[src/rtl/elevator_car_ctrl_if.sv]
// Signal bundle between the car controller, the request buttons and the door block.
// Door handshake: controller pulses open for one cycle; door drops close_n while open and raises it once closed.
interface elevator_car_ctrl_if #(
    parameter int FLOORS = 4
);
    localparam int FW = $clog2(FLOORS);

    logic [FLOORS-1:0] req;
    logic              close_n;
    logic              open;
    logic [FW-1:0]     floor;
    logic              dir_up;
    logic              moving;
    logic [FLOORS-1:0] pending;
    logic [2:0]        state;

    modport master (
        input  req, close_n,
        output open, floor, dir_up, moving, pending, state
    );

    modport slave (
        output req, close_n,
        input  open, floor, dir_up, moving, pending, state
    );
endinterface

[src/rtl/elevator_car_ctrl.sv]
// Car-motion controller: latches calls, steps the car floor by floor, and runs the door handshake
// at every served floor. The state register is exported on bus.state for observation.
module elevator_car_ctrl #(
    parameter int FLOORS  = 4,
    parameter int TRAVEL  = 3,
    parameter int DOOR_TO = 4
) (
    input  logic                  clk,
    input  logic                  rst_n,
    elevator_car_ctrl_if.master   bus
);
    localparam int FW = $clog2(FLOORS);
    localparam int TW = (TRAVEL  > 1) ? $clog2(TRAVEL)  : 1;
    localparam int DW = (DOOR_TO > 1) ? $clog2(DOOR_TO) : 1;

    typedef enum logic [2:0] {
        IDLE       = 3'd0,
        MOVE       = 3'd1,
        OPEN_REQ   = 3'd2,
        WAIT_OPEN  = 3'd3,
        WAIT_CLOSE = 3'd4
    } state_t;

    state_t            state_q;
    logic [FW-1:0]     floor_q;
    logic              dir_q;
    logic [FLOORS-1:0] pending_q;
    logic [TW-1:0]     travel_cnt;
    logic [DW-1:0]     to_cnt;

    logic              any_above;
    logic              any_below;
    logic              door_busy;
    logic [FLOORS-1:0] set_mask;
    logic [FLOORS-1:0] pend_nxt;
    logic [FW-1:0]     step_floor;
    state_t            dec_state;
    logic              dec_dir;

    assign bus.open    = (state_q == OPEN_REQ);
    assign bus.moving  = (state_q == MOVE);
    assign bus.floor   = floor_q;
    assign bus.dir_up  = dir_q;
    assign bus.pending = pending_q;
    assign bus.state   = state_q;

    assign door_busy  = (state_q == OPEN_REQ) || (state_q == WAIT_OPEN) || (state_q == WAIT_CLOSE);
    assign step_floor = dir_q ? floor_q + FW'(1) : floor_q - FW'(1);

    always_comb begin
        any_above = 1'b0;
        any_below = 1'b0;
        for (int i = 0; i < FLOORS; i++) begin
            if (i > int'(floor_q)) any_above = any_above | pending_q[i];
            if (i < int'(floor_q)) any_below = any_below | pending_q[i];
        end
    end

    // The door is already serving the current floor, so a press there is dropped; the clear wins.
    always_comb begin
        set_mask = bus.req;
        if (door_busy) set_mask[floor_q] = 1'b0;
        pend_nxt = pending_q | set_mask;
        if (state_q == OPEN_REQ) pend_nxt[floor_q] = 1'b0;
    end

    // Keep going the current way while there is work ahead, otherwise turn around.
    always_comb begin
        dec_state = IDLE;
        dec_dir   = dir_q;
        if (pending_q[floor_q]) begin
            dec_state = OPEN_REQ;
        end else if (dir_q && any_above) begin
            dec_state = MOVE;
            dec_dir   = 1'b1;
        end else if (any_below) begin
            dec_state = MOVE;
            dec_dir   = 1'b0;
        end else if (any_above) begin
            dec_state = MOVE;
            dec_dir   = 1'b1;
        end
    end

    always_ff @(posedge clk or negedge rst_n) begin
        if (!rst_n) begin
            state_q    <= IDLE;
            floor_q    <= '0;
            dir_q      <= 1'b1;
            pending_q  <= '0;
            travel_cnt <= '0;
            to_cnt     <= '0;
        end else begin
            pending_q <= pend_nxt;
            case (state_q)
                IDLE: begin
                    state_q    <= dec_state;
                    dir_q      <= dec_dir;
                    travel_cnt <= '0;
                end
                MOVE: begin
                    if (travel_cnt == TW'(TRAVEL - 1)) begin
                        travel_cnt <= '0;
                        floor_q    <= step_floor;
                        if (pending_q[step_floor]) state_q <= OPEN_REQ;
                    end else begin
                        travel_cnt <= travel_cnt + TW'(1);
                    end
                end
                OPEN_REQ: begin
                    state_q <= WAIT_OPEN;
                    to_cnt  <= '0;
                end
                WAIT_OPEN: begin
                    if (!bus.close_n) begin
                        state_q <= WAIT_CLOSE;
                    end else if (to_cnt == DW'(DOOR_TO - 1)) begin
                        state_q <= OPEN_REQ;
                    end else begin
                        to_cnt <= to_cnt + DW'(1);
                    end
                end
                WAIT_CLOSE: begin
                    if (bus.close_n) begin
                        state_q    <= dec_state;
                        dir_q      <= dec_dir;
                        travel_cnt <= '0;
                    end
                end
                default: state_q <= IDLE;
            endcase
        end
    end
endmodule

[src/flat_wrapper.sv]
// flat-port wrapper written by rule: the top's interface ports become plain ports
module elevator_car_ctrl_flat 
#(
    parameter int FLOORS  = 4,
    parameter int TRAVEL  = 3,
    parameter int DOOR_TO = 4
)
  (clk, rst_n, bus_req, bus_close_n, bus_open, bus_floor, bus_dir_up, bus_moving, bus_pending, bus_state);
  elevator_car_ctrl_if #(.FLOORS(FLOORS)) bus_i ();
  input  logic clk;
  input  logic rst_n;
  input wire logic [$bits(bus_i.req)-1:0] bus_req;
  input wire logic [$bits(bus_i.close_n)-1:0] bus_close_n;
  output wire logic [$bits(bus_i.open)-1:0] bus_open;
  output wire logic [$bits(bus_i.floor)-1:0] bus_floor;
  output wire logic [$bits(bus_i.dir_up)-1:0] bus_dir_up;
  output wire logic [$bits(bus_i.moving)-1:0] bus_moving;
  output wire logic [$bits(bus_i.pending)-1:0] bus_pending;
  output wire logic [$bits(bus_i.state)-1:0] bus_state;
  assign bus_i.req = bus_req;
  assign bus_i.close_n = bus_close_n;
  assign bus_open = bus_i.open;
  assign bus_floor = bus_i.floor;
  assign bus_dir_up = bus_i.dir_up;
  assign bus_moving = bus_i.moving;
  assign bus_pending = bus_i.pending;
  assign bus_state = bus_i.state;
  elevator_car_ctrl #(.FLOORS(FLOORS), .TRAVEL(TRAVEL), .DOOR_TO(DOOR_TO)) u_core (.clk(clk), .rst_n(rst_n), .bus(bus_i));
endmodule
[config.mk]
export PLATFORM = sky130hd
export DESIGN_NAME = elevator_car_ctrl_flat
export DESIGN_NICKNAME = d
export VERILOG_FILES = /design/src/rtl/elevator_car_ctrl_if.sv /design/src/rtl/elevator_car_ctrl.sv /design/src/flat_wrapper.sv
export SDC_FILE = /design/constraint.sdc
export NUM_CORES = 1
export LEC_CHECK = 0
export CAP_MARGIN = 20
export CORE_AREA = 2 2 60 62
export DETAILED_ROUTE_END_ITERATION = 10
export DIE_AREA = 0 0 62 64
export GPL_ROUTABILITY_DRIVEN = 0
export GPL_TIMING_DRIVEN = 0
export HOLD_SLACK_MARGIN = 0.15
export PLACE_DENSITY = 0.51
export SYNTH_ARGS = -nofsm -noshare
export SYNTH_HDL_FRONTEND = slang
export SYNTH_SLANG_ARGS = --single-unit
[constraint.sdc]
create_clock -name clk -period 2.3 [get_ports clk]
set_clock_uncertainty 0.1 [all_clocks]
set_input_delay 0.345 -clock clk [delete_from_list [all_inputs] [get_ports clk]]
set_output_delay 0.345 -clock clk [all_outputs]
set_load 0.1 [all_outputs]
[Word-level counts from Yosys, hierarchy flattened]
Cells that the tools add are included.
Operators by class
  reduce and logical (&&, ||, !) cells: 13
  bitwise logic cells: 8
  equality and inequality tests: 12
  add/sub/neg operators: 4
  $lt $le $gt $ge: 9
  mux-type cells: 37
Operators by type and width (count)
  3-bit 2-to-1 mux: 8
  1-bit 2-to-1 mux: 15
  3-bit one-hot mux with 5 select lines: 1
  2-bit 2-to-1 mux: 5
  4-bit AND: 2
  4-bit 2-to-1 mux: 2
  2-bit by 1-bit adder with 2-bit output (second input constant): 3
  3-bit by 2-bit == test with 1-bit output (second input constant): 2
  2-bit by 3-bit less-than comparator with 1-bit output (second input constant): 2
  2-bit != test (second input constant): 3
  2-bit one-hot mux with 3 select lines: 1
  2-bit AND reduction: 3
  1-bit binary-select mux with 2-bit select: 2
  2-bit == test (second input constant): 2
  2-bit greater-than comparator (first input constant): 2
  1-bit by 2-bit less-than comparator with 1-bit output (first input constant): 2
  2-bit by 1-bit != test with 1-bit output (second input constant): 2
  4-bit NOT: 1
  1-bit bitwise OR: 4
  4-bit bitwise OR: 1
  2-bit one-hot mux with 2 select lines: 1
  4-bit AND reduction: 1
  2-bit nonzero test: 2
  3-bit by 1-bit == test with 1-bit output (second input constant): 1
  other kinds (13): 15
Storage, ports and cells
  input port bits: 7
  bits in registers: 14
  output and inout bits: 12
  word-level logic and storage cells: 89

[Logic depth before layout (Yosys ltp)]
Gate-level depths: netlist of run 1.
  depth in word-level cells: 12
  gate-level depth with buffers: 7
  mapped depth without buffers: 7

[Worst setup path after synthesis of run 1]
OpenSTA, ideal clock, no wires.
  path type: reg2reg
  from: register u_core.state_q[0] (netlist: u_core.bus.state[0])
  to: register u_core.state_q[1] (netlist: u_core.bus.state[1])
  data arrival time: 3943 ps
  period minus slack after synthesis: 4163 ps
  path slack: -1863 ps
  stages on the path, launching flop included: 6
  buffers on the path: 0
  required time: 2080 ps
  setup time: 120 ps
  path through: dfrtp_1 -> inv_2 -> nor3_1 -> nor2b_2 -> nor3_1 -> a41o_1
On the way
  word-level cells in the longest chain between the ends: 3
  elaborated cells between the ends (all ways): 11
  classes of those cells: eq/ne (8); mux (1); reduce/logical (2)
RTL lines
  from (decl): line elevator_car_ctrl.sv:24  | state_t state_q;
  from (signal assigned): line elevator_car_ctrl.sv:97  | state_q <= dec_state;
  from (signal assigned): line elevator_car_ctrl.sv:125  | state_q <= dec_state;
  3-bit by 1-bit == test with 1-bit output *
  net bus_moving: line flat_wrapper.sv:17  | output wire logic [$bits(bus_i.moving)-1:0] bus_moving;
  2-bit by 1-bit != test with 1-bit output (no line)
  4-bit AND reduction (no line)
Mark *: on every way through the listed nets, which the timed path passes. The rest lies on a longest branch.
A chain may end at the register's enable or synchronous reset.

[Final worst setup path of run 1]
  from: register u_core.dir_q (netlist: u_core.bus.dir_up)
  to: output bus_dir_up
RTL lines
  from (decl): line elevator_car_ctrl.sv:26  | logic dir_q;
  from (signal assigned): line elevator_car_ctrl.sv:98  | dir_q <= dec_dir;
  from (signal assigned): line elevator_car_ctrl.sv:126  | dir_q <= dec_dir;
  to (decl): line flat_wrapper.sv:16  | output wire logic [$bits(bus_i.dir_up)-1:0] bus_dir_up;
No word-level cell between the ends.

==> results of run 1 <==
==> final cells by class <==
cell class	count	area, sq um	share of cell area, %
multi-input cells	78	576.8	46.01
flip-flops and latches	14	362.8	28.94
repair buffers	18	170.2	13.57
well taps	46	57.56	4.591
clock buffers	4	36.28	2.894
plain buffers	4	35.03	2.794
inverters	4	15.01	1.198
==> through the flow <==
step                      setup WS (ns)  util, %  cells
after global placement          -0.3176    37.37    164
final                            0.1328    38.17    168
after detailed placement        -0.3096    37.37    164
after global routing            0.05753    38.17    168
after CTS                       0.02187    38.02    168
after floorplan                -0.05798        -    100
==> worst max path at each step <==
stage / end / slack [ns] / cells after the start
floorplan: u_core.bus.state[1]$_DFFE_PN0P_ / -0.06 / 5
global placement: bus_open / -0.32 / 5
detailed placement: bus_open / -0.31 / 5
CTS: bus_state[0] / 0.02 / 1
global route: bus_moving / 0.06 / 3
finish: bus_dir_up / 0.13 / 1
==> placed cells by master, fill, tap and decap left out, drive strengths merged <==
| cell type | count |
|---|---|
| a221o | 1 |
| mux2 | 1 |
| mux2i | 1 |
| or4 | 1 |
| dlymetal6s2s | 1 |
| o41ai | 1 |
| nor3b | 1 |
| clkbuf | 6 |
| a22oi | 4 |
| a21oi | 8 |
| clkdlybuf4s15 | 1 |
| dfstp | 1 |
| o21ai | 9 |
| nor2 | 12 |
| dfrtp | 13 |
| nor2b | 6 |
| ha | 7 |
| a41o | 1 |
| nor3 | 4 |
| dlygate4sd2 | 9 |
| nand2b | 4 |
| o31a | 1 |
| o31ai | 2 |
| o22ai | 4 |
| inv | 4 |
| clkdlybuf4s50 | 6 |
| buf | 3 |
| mux4 | 2 |
| nand2 | 6 |
| xnor2 | 2 |
==> logic make-up (layout without fill, tap and decap cells) <==
logic type / count (synthesis) / count (layout) / share of synthesized area [%]
adder cells (fa/ha/maj): 7 / 7 / 9.320
buffers and inverters: 8 / 30 / 3.728
AND/OR/NAND/NOR: 34 / 34 / 19.31
multiplexers: 4 / 4 / 7.057
AO/OA/AOI/OAI: 31 / 31 / 21.30
flip-flops: 14 / 14 / 37.42
XOR/XNOR: 2 / 2 / 1.865
==> what timing repair did <==
item | CTS | global route
endpoints found under the setup margin | 11 | 2
resized for setup | 17 | 2
setup buffers | 0 | 0
==> registers in the layout, indices dropped and copies added (netlist names) <==
signal and count:
u_core.bus.dir_up 1, u_core.travel_cnt 2, u_core.to_cnt 2, u_core.bus.pending 4, u_core.bus.state 3, u_core.bus.floor 2
==> metal layers <==
| metal | part of all wire, % | routed length [um] | track usage [%] | vias to the layer above |
|---|---|---|---|---|
| met1 | 46 | 1001 | 17.22 | 399 |
| li1 | - | - | - | 406 |
| met3 | 4.2 | 92 | 3.239 | 6 |
| met5 | 0 | 0 | 0 | - |
| met4 | 2.3 | 49 | 6.383 | 0 |
| met2 | 47 | 1026 | 19.27 | 25 |
==> qor.csv, run 1 <==
metric,value,unit
Bufs on Longest Clock Path,2,
post-synthesis cell type count,31,
1st-iter DRT viols,29,
critical-path cell list,dlygate4sd2_1,
total number of vias,836,
"Seq/Total Area, Yosys",37.42,%
"Slew Viols, Final",0,
synthesized cell area,939.7,sq um
CP Launch Point,u_core.bus.dir_up$_DFFE_PN1P_,
delay of the slowest critical-path stage,0.86,ns
first-pass GRT wire length,3.788,mm
R2R Setup Slk,0.29,ns
Final nets,137,
CTS Buf Count,3,
I/O pin total,19,
worst path bufs/invs,1,
TritonCTS clock tree,built,
number of global-route vias before repair,843,
fraction of registers with async set/reset,100.0,%
Final Hold Fails,0,
global route overflow,0,
CTS sink count,14,
pin count of the biggest net entering global routing,15,
first-pass iteration count of the detailed router,4,
final instance area,1254,sq um
post-route ant nets,0,
top cell type's share of synthesized area,34.62,%
diode count,0,
worst hold margin,0.3642,ns
# rows,21,
Hold Buf Count CTS,0,
crit path max fanout,4,
Main synth FF type,dfrtp_1,
Worst slew margin,35.72,%
Worst EP required,1.86,ns
Initial Util,28.61,%
worst reg2reg path endpoint,u_core.bus.state[1]$_DFFE_PN0P_,
clk_lat worst skew,0.28,ns
status,completed,
Synth area leaders,"dfrtp_1 35%, ha_1 9.3%, mux4_2 4.8%, nor2_1 4.4%, a21oi_1 4.3%",
R2R depth,7,
largest area contributor in the netlist,dfrtp_1,
Area growth syn-to-layout,33.42,%
unrepaired setup endpoints after global routing,no,
crit path DAT,1.72,ns
Max Cap Viol,0,
total negative slack,0,ns
f_max,0.4614,GHz
"Reg clk slew, reported paths",0.09,ns
Global Route Usage Sum,13.01,%
Die Width,62,um
initial antenna violation count,0,
clk root buf,clkbuf_4,
Core ar.,3284,sq um
placed wire-length estimate,1.643,mm
Syn Area/Cell,9.397,sq um
Setup crit start kind,flop,
CP max-delay cell,dlygate4sd2_1,
RR Startpoint,u_core.bus.floor[0]$_DFFE_PN0P_,
Post-Route WL,2.170,mm
Post-route DRC,0,
Hold Crit Class,input pin to async pin,
synthesized net count,114,
Final period util,94.23,%
Cells after Synth,100,
Synth Register Bits,14,
Yosys warning total,0,
area post-placement,1227,sq um
vias per cell,4.976,
layout cells sized above 1,22.13,%
routed len/inst,12.92,um
Worst setup EP type,primary output,
H-tree depth,1,
family with the most delay on the worst path,buffers and inverters,
worst slew pin tran,0.9626,ns
"top cells by count, synth","13 x dfrtp_1, 11 x nor2_1, 8 x a21oi_1",
most numerous cell in the Yosys netlist,dfrtp_1,
fillers,352,
Post-synth EDFFs,0,
Final Setup Violations,0,
"Min Clock Period, post-route",2.167,ns
CP Class,flop to primary output,
die area,3968,sq um
number of buffers added on ports,18,
Die Height,64,um
Power of run 1 is left out: the tool's default activity adds up to more than one toggle a clock period on the data nets, which glitch-free logic cannot reach.
==> run 2, diff against run 1 <==
--- a/config.mk
+++ b/config.mk
@@ -7,12 +7,14 @@
 export LEC_CHECK = 0
 export CAP_MARGIN = 20
 export CORE_AREA = 2 2 60 62
+export CTS_CLUSTER_SIZE = 14
 export DETAILED_ROUTE_END_ITERATION = 10
 export DIE_AREA = 0 0 62 64
+export DONT_BUFFER_PORTS = 1
 export GPL_ROUTABILITY_DRIVEN = 0
 export GPL_TIMING_DRIVEN = 0
 export HOLD_SLACK_MARGIN = 0.15
-export PLACE_DENSITY = 0.51
+export PLACE_DENSITY = 0.44
 export SYNTH_ARGS = -nofsm -noshare
 export SYNTH_HDL_FRONTEND = slang
 export SYNTH_SLANG_ARGS = --single-unit
==> run 2 against run 1 <==
The run now ends with negative setup slack left. Utilization is 1.5 points lower. Sequential cell count stayed put. Routed wire length is 6.2% higher. Cell count is 3.6% lower. Via count is 1.6% lower. Die area stayed put. Design area is 4.0% lower. Global-route usage is 0.16 points lower. Hold slack worse by 0.093 ns. Non-clock buffer count is 6 lower.
==> qor.csv, run 2 (synthesis gave the netlist of run 1 again) <==
metric,value,unit,change
number of buffers added on ports,0,,-18
Hold Crit Class,input pin to flop,,
f_max,0.4114,GHz,-11%
1st-iter DRT viols,41,,+41%
unrepaired setup endpoints after global routing,yes,,
Initial Util,28.61,%,unchanged
R2R Setup Slk,-0.13,ns,-0.42 ns
first-pass iteration count of the detailed router,7,,+3
GR Util met3,4.251,%,+1.0 points
gr busiest metal,met2,,
placed wire-length estimate,1.605,mm,-2.3%
# rows,21,,unchanged
Final Setup Violations,4,,+4
clk root buf,clkbuf_4,,
critical-path cell list,buf_8 -> nor3_4 -> nor2b_4 -> nor3_1 -> a41o_1,,
post-route ant nets,0,,unchanged
layout cells sized above 1,26.72,%,+4.6 points
"worst slack, placed",-0.1795,ns,+0.1301 ns
CTS sink count,14,,unchanged
H-tree depth,1,,unchanged
Post-Route WL,2.305,mm,+6.2%
RR Startpoint,u_core.bus.state[1]$_DFFE_PN0P_,,
Final nets,131,,-4.4%
CP Launch Point,u_core.bus.state[1]$_DFFE_PN0P_,,
"Min Clock Period, post-route",2.431,ns,+0.2637 ns
diode count,0,,unchanged
clk_lat worst skew,0.29,ns,about the same
pin count of the biggest net entering global routing,15,,unchanged
CP max-delay cell,nor3_4,,
"Reg clk slew, reported paths",0.09,ns,about the same
Worst EP required,2.38,ns,+0.52 ns
Die Width,62,um,unchanged
met1 usage,18.19,%,+0.98 points
Core ar.,3284,sq um,unchanged
worst slew pin tran,1.052,ns,+0.08906 ns
first-pass GRT wire length,3.822,mm,+0.90%
Worst slew margin,29.89,%,-5.8 points
I/O pin total,19,,unchanged
Final Hold Fails,0,,unchanged
total negative slack,-0.3035,ns,-0.3035 ns
CTS Buf Count,3,,unchanged
Global Route Usage Sum,12.85,%,-0.16 points
"commonest non-fill, non-tap cell in the layout",nor2_1,,
Area growth syn-to-layout,28.10,%,
max FFs per register,4,,unchanged
crit path max fanout,5,,+1
total number of vias,823,,-1.6%
"Slew Viols, Final",0,,unchanged
failing checks,negative setup slack,,
setup ws final,-0.1309,ns,-0.2637 ns
status,"complete, but fails checks",,
Setup crit start kind,flop,,
met2 Use GR,19.01,%,-0.26 points
fillers,342,,-2.8%
Max Cap Viol,0,,unchanged
Bufs on Longest Clock Path,2,,unchanged
number of global-route vias before repair,806,,-4.4%
routed len/inst,14.23,um,+10%
vias per cell,5.080,,+2.1%
Final period util,105.7,%,+11 points
crit path DAT,2.51,ns,+0.79 ns
Die Height,64,um,unchanged
most frequent cells in the layout,"10 x nor2_1, 8 x a21oi_1, 8 x dfrtp_1",,
Post-route DRC,0,,unchanged
TritonCTS clock tree,built,,
initial antenna violation count,0,,unchanged
global route overflow,0,,unchanged
delay of the slowest critical-path stage,0.84,ns,-0.02 ns
CP Class,flop to flop,,
Worst setup EP type,flop,,
die area,3968,sq um,unchanged
HP Start,bus_close_n,,
## run 2: cell types whose count changed in the layout (fill, tap and decap cells not counted), moves of 3 or more
cell	change
dfrtp_4	+3
dlygate4sd3_1	+6
buf_4	+6
dfrtp_2	-3
clkdlybuf4s50_1	-6
dlygate4sd2_1	-9
## run 2: cell type report
| class | instances | area, sq um | share of cell area, % |
|---|---|---|---|
| sequential | 14 | 370.4 | 30.77 |
| clock buffer | 4 | 36.28 | 3.015 |
| inverter | 4 | 15.01 | 1.247 |
| multi-input combinational | 78 | 576.8 | 47.92 |
| buffer | 4 | 42.54 | 3.534 |
| tap | 46 | 57.56 | 4.782 |
| timing repair buffer | 12 | 105.1 | 8.732 |
## run 2: layer usage
layer / wire [um] / share of wire (%) / vias to the layer above
met5: 0 / 0 / -
met4: 22 / 0.95 / 0
met3: 153 / 6.6 / 6
met2: 1058 / 46 / 34
met1: 1071 / 46 / 387
li1: - / - / 396
## run 2: through the flow
stage | utilization [%] | cells | hold WS [ns] | instance area (sq um)
6_report | 36.65 | 162 | 0.2711 | 1204
5_1_grt | 36.65 | 162 | 0.3108 | 1204
4_1_cts | 36.15 | 160 | 0.2862 | 1187
3_5_place_dp | 31.89 | 146 | -0.05018 | 1047
3_3_place_gp | 31.89 | 146 | -0.05012 | 1047
2_1_floorplan | - | 100 | -0.05059 | 989.7
## run 2: worst max-delay path, delay by kind of cell, from the launching register on
kind	cells	cell delay, ns
buffers and inverters	1	0.19
flip-flops	1	0.64
AND/OR/NAND/NOR	3	1.19
AO/OA/AOI/OAI	1	0.19
## run 2: what timing repair did
| item | 4_1_cts | 5_1_grt |
|---|---|---|
| hold buffers | 6 | 0 |
| pin swaps | 2 | 2 |
| buffers inserted | 4 | 2 |
| endpoints found under the hold margin | 19 | 0 |
| setup endpoints to repair | 4 | 4 |
| gates resized for setup | 5 | 1 |
## run 2: worst paths after layout
check / endpoint / cells after the start
max: u_core.bus.state[1]$_DFFE_PN0P_ / 5
max reg2reg: u_core.bus.state[1]$_DFFE_PN0P_ / 5
max in group asynchronous: u_core.bus.state[2]$_DFFE_PN0P_ / 1
min in group asynchronous: u_core.bus.floor[0]$_DFFE_PN0P_ / 1
min: u_core.travel_cnt[1]$_DFFE_PN0P_ / 3
min reg2reg: u_core.to_cnt[1]$_DFFE_PN0P_ / 2
Power of run 2 is left out for the same reason.
